**src/rtl/fifo_ram_drain.sv**
```systemverilog
// fifo_ram_drain: moves words from a show-ahead-less FIFO into a RAM,
// one word per two cycles, with stop-at-full or wrap addressing.
module fifo_ram_drain #(
   parameter int DATA_W    = 32,
   parameter int ADDR_W    = 10,
   parameter int RAM_DEPTH = 1024
) (
   input  logic              clk_i,
   input  logic              reset_i,
   input  logic              enable_i,
   input  logic              clear_i,
   input  logic              mode_i,
   input  logic [ADDR_W:0]   frame_len_i,
   input  logic              rdempty_i,
   input  logic [DATA_W-1:0] data_i,
   output logic              rdreq_o,
   output logic              wren_o,
   output logic [ADDR_W-1:0] addr_o,
   output logic [DATA_W-1:0] data_o,
   output logic [ADDR_W:0]   word_count_o,
   output logic              done_o,
   output logic              full_o,
   output logic              overflow_o
);

   typedef enum logic [1:0] {
      IDLE,
      REQ,
      WRITE,
      FULL
   } state_t;

   localparam logic [ADDR_W-1:0] LAST_A  = ADDR_W'(RAM_DEPTH - 1);
   localparam logic [ADDR_W:0]   DEPTH_C = (ADDR_W + 1)'(RAM_DEPTH);

   state_t              state_q, state_d;
   logic [ADDR_W-1:0]   addr_q, addr_d;
   logic [ADDR_W:0]     cnt_q, cnt_d;
   logic [ADDR_W:0]     cnt_inc;
   logic                ovf_q, ovf_d;
   logic                done_q, done_d;
   logic                seen_q, seen_d;
   logic                frame_ok;
   logic                have_word;

   // Saturating word counter value after one more write
   always_comb begin
      cnt_inc = cnt_q;
      if (cnt_q != DEPTH_C) begin
         cnt_inc = cnt_q + 1'b1;
      end
   end

   assign frame_ok  = (frame_len_i != '0) && (frame_len_i <= DEPTH_C);
   assign have_word = enable_i && !rdempty_i;

   // Next-state, address, counter and flag logic; clear wins over all
   always_comb begin
      state_d = state_q;
      addr_d  = addr_q;
      cnt_d   = cnt_q;
      ovf_d   = ovf_q;
      done_d  = 1'b0;
      seen_d  = seen_q;
      if (clear_i) begin
         state_d = IDLE;
         addr_d  = '0;
         cnt_d   = '0;
         ovf_d   = 1'b0;
         seen_d  = 1'b0;
      end else begin
         unique case (state_q)
            IDLE: begin
               if (have_word) begin
                  state_d = REQ;
               end
            end
            REQ: begin
               state_d = WRITE;
            end
            WRITE: begin
               cnt_d = cnt_inc;
               if (addr_q == LAST_A) begin
                  addr_d = '0;
               end else begin
                  addr_d = addr_q + 1'b1;
               end
               if (mode_i && (addr_q == LAST_A)) begin
                  ovf_d = 1'b1;
               end
               if (frame_ok && !seen_q &&
                   (cnt_inc == frame_len_i) &&
                   (cnt_q != frame_len_i)) begin
                  done_d = 1'b1;
                  seen_d = 1'b1;
               end
               if (!mode_i && (cnt_inc == DEPTH_C)) begin
                  state_d = FULL;
                  addr_d  = '0;
               end else if (have_word) begin
                  state_d = REQ;
               end else begin
                  state_d = IDLE;
               end
            end
            FULL: begin
               addr_d = '0;
            end
            default: begin
               state_d = IDLE;
            end
         endcase
      end
   end

   // State and datapath registers with asynchronous reset
   always_ff @(posedge clk_i or posedge reset_i) begin
      if (reset_i) begin
         state_q <= IDLE;
         addr_q  <= '0;
         cnt_q   <= '0;
         ovf_q   <= 1'b0;
         done_q  <= 1'b0;
         seen_q  <= 1'b0;
      end else begin
         state_q <= state_d;
         addr_q  <= addr_d;
         cnt_q   <= cnt_d;
         ovf_q   <= ovf_d;
         done_q  <= done_d;
         seen_q  <= seen_d;
      end
   end

   assign rdreq_o      = (state_q == REQ);
   assign wren_o       = (state_q == WRITE);
   assign full_o       = (state_q == FULL);
   assign addr_o       = addr_q;
   assign data_o       = data_i;
   assign word_count_o = cnt_q;
   assign done_o       = done_q;
   assign overflow_o   = ovf_q;

endmodule

```
**config.mk**
```make
export PLATFORM = sky130hd
export DESIGN_NAME = fifo_ram_drain
export DESIGN_NICKNAME = d
export VERILOG_FILES = /design/src/rtl/fifo_ram_drain.sv
export SDC_FILE = /design/constraint.sdc
export NUM_CORES = 1
export LEC_CHECK = 0
export BUFFER_PORTS_ARGS = -buffer_cell sky130_fd_sc_hd__buf_4
export CAP_MARGIN = 20
export CORE_MARGIN = 3
export CORE_UTILIZATION = 35
export CTS_CLUSTER_DIAMETER = 150
export DETAILED_ROUTE_END_ITERATION = 12
export GPL_TIMING_DRIVEN = 0
export PLACE_DENSITY_LB_ADDON = 0.12
export SLEW_MARGIN = 20
export SYNTH_ARGS = -nofsm -noshare
export SYNTH_HDL_FRONTEND = slang
export SYNTH_SLANG_ARGS = --single-unit
export TNS_END_PERCENT = 50
```
**constraint.sdc**
```tcl
create_clock -name clk_i -period 2.9 [get_ports clk_i]
set_clock_uncertainty 0.2 [all_clocks]
set_input_delay 0.58 -clock clk_i [delete_from_list [all_inputs] [get_ports clk_i]]
set_output_delay 0.58 -clock clk_i [all_outputs]
set_load 0.05 [all_outputs]
```
Word-level counts from Yosys, hierarchy flattened
Index checks and enable logic that the tools add are counted.

Equality and inequality tests: 9. Reduce and logical (&&, ||, !) cells: 20. Multiplexer cells: 21. $lt $le $gt $ge: 1. Add/sub/neg operators: 2.

Operator list (count): two-way mux 11 bit (3); two-way mux 10 bit (3); one-hot mux 10 bit (2 select lines) (1); adder 11 x 1 -> 11 bit (second input constant) (1); equality test 11 bit (1); equality test 11 bit (second input constant) (1); less-or-equal comparator 11 bit (second input constant) (1); != test 11 bit (1); != test 11 bit (second input constant) (1); nonzero test 11 bit (1); adder 10 x 1 -> 10 bit (second input constant) (1); equality test 10 bit (second input constant) (1); two-way mux 1 bit (10); logical AND 1 bit (7); two-way mux 2 bit (3); one-hot mux 2 bit (3 select lines) (1); AND reduction 2 bit (3); nonzero test 2 bit (3); equality test 2 bit (second input constant) (2); nonzero test 4 bit (1); zero test 1 bit (3); != test 3 bit (second input constant) (1); nonzero test 3 bit (1); equality test 2 x 1 -> 1 bit (second input constant) (1); zero test 2 bit (1).

Output and inout bits: 58. Bits of input ports: 49. Register bits: 26. Word-level logic and storage cells: 59.

Depth between registers and ports, before layout
Depth after elaboration: 8. Gate-level depth with buffers: 9. Gate-level depth less buffers: 8.

Worst setup path after synthesis
OpenSTA, ideal clock, no wires.

Kind: register -> register. From: reg cnt_q[0], in the netlist word_count_o[0]. To: reg addr_q[3], in the netlist addr_o[3]. Period minus slack after synthesis: 2.819 ns. Stages on the path, launching flop included: 10. Data required time: 2.557 ns. Slack: 0.081 ns. Setup time: 0.143 ns. Buffers on the path: 1. Arrival time: 2.476 ns. Cell sequence: dfrtp_1 buf_2 inv_1 ha_1 nor4b_2 nand4_1 o2111ai_2 a2111oi_4 nand2b_1 a211oi_1.

Longest elaborated chain between the ends: 7. Elaborated cells between the ends (all ways): 8. Those cells by class: add/sub: 1; eq/ne: 2; mux: 4; reduce/logical: 1.

Ends and longest elaborated chain: start: declaration (line 38) `logic [ADDR_W:0] cnt_q, cnt_d;`; start signal: assignment (line 128) `cnt_q <= cnt_d;`; adder 11 x 1 -> 11 bit / != test 11 bit (equally long branches) (line 50, 49); two-way mux 11 bit * (line 49) `if (cnt_q != DEPTH_C) begin`; equality test 11 bit * (line 97) `if (!mode_i && (cnt_inc == DEPTH_C)) begin`; logical AND 1 bit * (line 97); two-way mux 10 bit * (line 97); one-hot mux 10 bit (2 select lines) * (line 72) `unique case (state_q)`; two-way mux 10 bit * (line 65) `if (clear_i) begin`; end signal: assignment (line 127) `addr_q <= addr_d;`; end: declaration (line 37) `logic [ADDR_W-1:0] addr_q, addr_d;`.

Every way passes the cells marked *; elsewhere a longest branch is shown, timed or not. A chain may end at the register's enable or synchronous reset.

Worst setup path after layout
From: reg cnt_q[0], in the netlist word_count_o[0]. To: reg state_q[1].

Longest elaborated chain between the ends: 7. Elaborated cells between the ends (all ways): 8. Those cells by class: add/sub: 1; eq/ne: 2; mux: 4; reduce/logical: 1.

Ends and longest elaborated chain: adder 11 x 1 -> 11 bit / != test 11 bit (equally long branches) (line 50, 49); two-way mux 11 bit * (line 49); equality test 11 bit * (line 97); logical AND 1 bit * (line 97); two-way mux 2 bit * (line 97); one-hot mux 2 bit (3 select lines) * (line 72); two-way mux 2 bit * (line 65); end signal: assignment (line 126) `state_q <= state_d;`; end: declaration (line 36) `state_t state_q, state_d;`.

Marked as above.

==> summary.txt <==
Run status
  • Status: finished, final reports clean

STA
  • Tmin final: 2.75 ns
  • TNS Setup: 0 ns
  • Setup violators final: 0
  • Fmax: 364 MHz
  • Fin. Hold Viols: 0
  • Max-slew violations: 0
  • Final period utilization: 94.7%
  • Relative slew slack: 55.2%
  • Setup WS post-layout: 0.153 ns
  • RSZ-0062 raised after global routing: true
  • Worst-margin pin slew: 0.669 ns

Min path
  • HP Class: in -> async

Yosys
  • Largest cells by area after synthesis: dfrtp_1, buf_4, xor2_1, ha_1, nor2_1
  • Netlist cell types: 55
  • Yosys Warn Count: 0
  • Cell count after synthesis: 272
  • Yosys reg bits: 26
  • Cell taking the most area after synthesis: dfrtp_1
  • Synth Flop Type: dfrtp_1
  • Post-synthesis cell area: 0.00233 mm2
  • Yosys top cell area share: 27.9%
  • Syn Nets: 328
  • FFs w/ async S/R, synth: 100%
  • Post-synth EDFFs: 0
  • Average size of a mapped cell: 8.56 um2
  • Seq/Total Area, Yosys: 27.9%

Die
  • Initial core utilization: 36.5%
  • Num rows: 29
  • Die H: 87.6 um
  • Core area: 0.00639 mm2
  • Chip Width: 87.6 um
  • Die ar.: 0.00767 mm2
  • Total I/O pin count: 107

Drt
  • Drt pass-1 iters: 4
  • Drt drc: 0
  • DR vias: 2270
  • Routed len/inst: 15.0 um
  • DRT iter0 DRCs: 77
  • Via density: 5.28
  • Final wirelength: 6440 um
  • Post-route ant nets: 0

Global routing
  • Pin count of the biggest net entering global routing: 27
  • First-pass GRT wire length: 9730 um
  • Vias in the first global route: 2053
  • Initial antenna violation count: 0
  • Global route overflow: 0
  • GRT Total Usage: 15.8%

Power and ir drop
  • Switching pwr: 0.668 mW
  • Worst vdd ir: 0.000378 V
  • Sw Share: 44.5%
  • Sequential power share: 29.0%
  • Combinational power share: 50.3%
  • Clock share of power: 20.7%
  • Pwr dens: 483 mW/mm2
  • Total Power: 1.50 mW
  • Pleak: 1.46 nW
  • Int Power: 0.835 mW

Worst setup path
  • Max FO, Critical Path: 8
  • Reg2reg start: word_count_o[0]
  • Critical path launch point type: register
  • CP Class: reg -> reg
  • CP Capture Type: register
  • Worst EP required: 2.89 ns
  • Setup slack, reg-to-reg: 0.15 ns
  • R2r endpoint: state_q[1]
  • Worst R2R Path Depth: 9
  • Worst Path Arrival: 2.74 ns

Finish
  • Fin area: 0.00311 mm2
  • Commonest non-fill, non-tap cell in the layout: buf_4
  • Area of the multi-input gates: 0.00135 mm2
  • Seq. cell area: 651 um2
  • Share of layout cells above drive strength 1: 38.8%
  • Filler Cell Count: 625
  • Most frequent cells in the layout: buf_4, dfrtp_1, xor2_1, nor2_1
  • Area grow syn2layout: 33.7%
  • Antenna Cells: 0
  • Final core utilization: 48.8%
  • Final net count: 410

Clock tree
  • Cts-stage hold buffer count: 0
  • Clock Tree Root: clkbuf_8
  • CTS tree: built
  • Clock Latency Late Sink: 0.28 ns
  • Num CTS Buffers: 3
  • Number of clock sinks: 26
  • Htree depth: 1
  • CTS max path bufs: 2
  • Clock slew at reported path FFs: 0.10 ns

Placement
  • DPL Wire Length: 4810 um
  • Worst slack at placement: 0.0470 ns
  • IO buf count: 73
  • Routability Congestion: 0.814
  • DP Area: 0.00297 mm2

Job
  • Maxcap violations: 0
final cells by class:
cell class / instances / share of cell area, %
multi-input cells: 188 / 43.5
clock buffers: 3 / 1.33
plain buffers: 49 / 10.7
inverters: 10 / 1.21
flip-flops and latches: 26 / 20.9
clock inverters: 1 / 0.964
repair buffers: 76 / 18.3
well taps: 77 / 3.09
power groups by stage:
stage                     sequential [mW]  combinational (mW)  clock (mW)
after floorplan                     0.516               0.466           0
final                               0.437               0.756       0.311
after CTS                           0.436               0.746       0.322
after detailed placement            0.443               0.743           0
after global routing                0.444               0.813       0.331
after global placement              0.443               0.738           0
how the worst max path moves through the flow:
stage / start / end / slack (ns) / cells past startpoint
4_1_cts: word_count_o[0] / addr_o[7] / 0.03 / 9
3_5_place_dp: word_count_o[0] / addr_o[5] / 0.05 / 9
5_1_grt: word_count_o[0] / seen_q / -0.009 / 9
6_report: word_count_o[0] / state_q[1] / 0.15 / 9
2_1_floorplan: word_count_o[0] / addr_o[3] / 0.08 / 9
3_3_place_gp: word_count_o[0] / addr_o[7] / 0.04 / 9
kinds of logic (layout without fill, tap and decap cells):
group / Yosys count / count (layout) / synth area share [%]
simple gates: 97 / 97 / 24.3
fa+ha+maj: 7 / 7 / 3.76
buf+inv: 59 / 139 / 15.9
compound gates: 51 / 52 / 16.0
xor+xnor: 31 / 31 / 11.7
flops: 26 / 26 / 27.9
mux: 1 / 1 / 0.430
what timing repair did:
| action | CTS | global route |
|---|---|---|
| buffers inserted | 0 | 3 |
| hold endpoints to repair | 0 | 0 |
| setup endpoints to repair | 0 | 14 |
| resized for setup | 0 | 4 |
through the flow:
| step | hold slack [ns] | instances |
|---|---|---|
| 4_1_cts | 0.297 | 426 |
| 3_3_place_gp | 0.266 | 422 |
| 5_1_grt | 0.207 | 430 |
| 2_1_floorplan | 0.255 | 272 |
| 6_report | 0.160 | 430 |
| 3_5_place_dp | 0.275 | 422 |
flip-flops by register name, summed over array words and instances (netlist names):
name / cells
overflow_o: 1
seen_q: 1
done_o: 1
addr_o: 10
word_count_o: 11
state_q: 2
routing by layer:
layer	track usage [%]	vias up	routed length, um
met1	21.7	1077	2870
met4	3.77	0	59
met2	26.6	78	3090
met3	1.69	6	420
li1	-	1109	-
met5	0	-	0
worst max-delay path, cell delays in order, from the launching register on:
cell and delay, ns:
dfrtp_1 0.38, clkbuf_4 0.21, inv_1 0.10, ha_1 0.35, a211oi_1 0.24, nand4b_1 0.30, a2111oi_4 0.39, buf_4 0.20
nand2_2 0.06, a221oi_2 0.23
synthesized netlist by cell type (all sizes together) (3+ instances only):
library cell and count:
buf 44, dfrtp 26, xor2 25, nor2 21, nand2 16, a21oi 15
nand3 13, nand4 12, inv 10, ha 7, nor4 6, o21ai 6
xnor2 6, a211oi 5, a31oi 5, clkbuf 5, nor3 5, or4 5
a31o 4, nand2b 4, nand4b 3
Note: power is estimated with default switching activity, not from simulation.
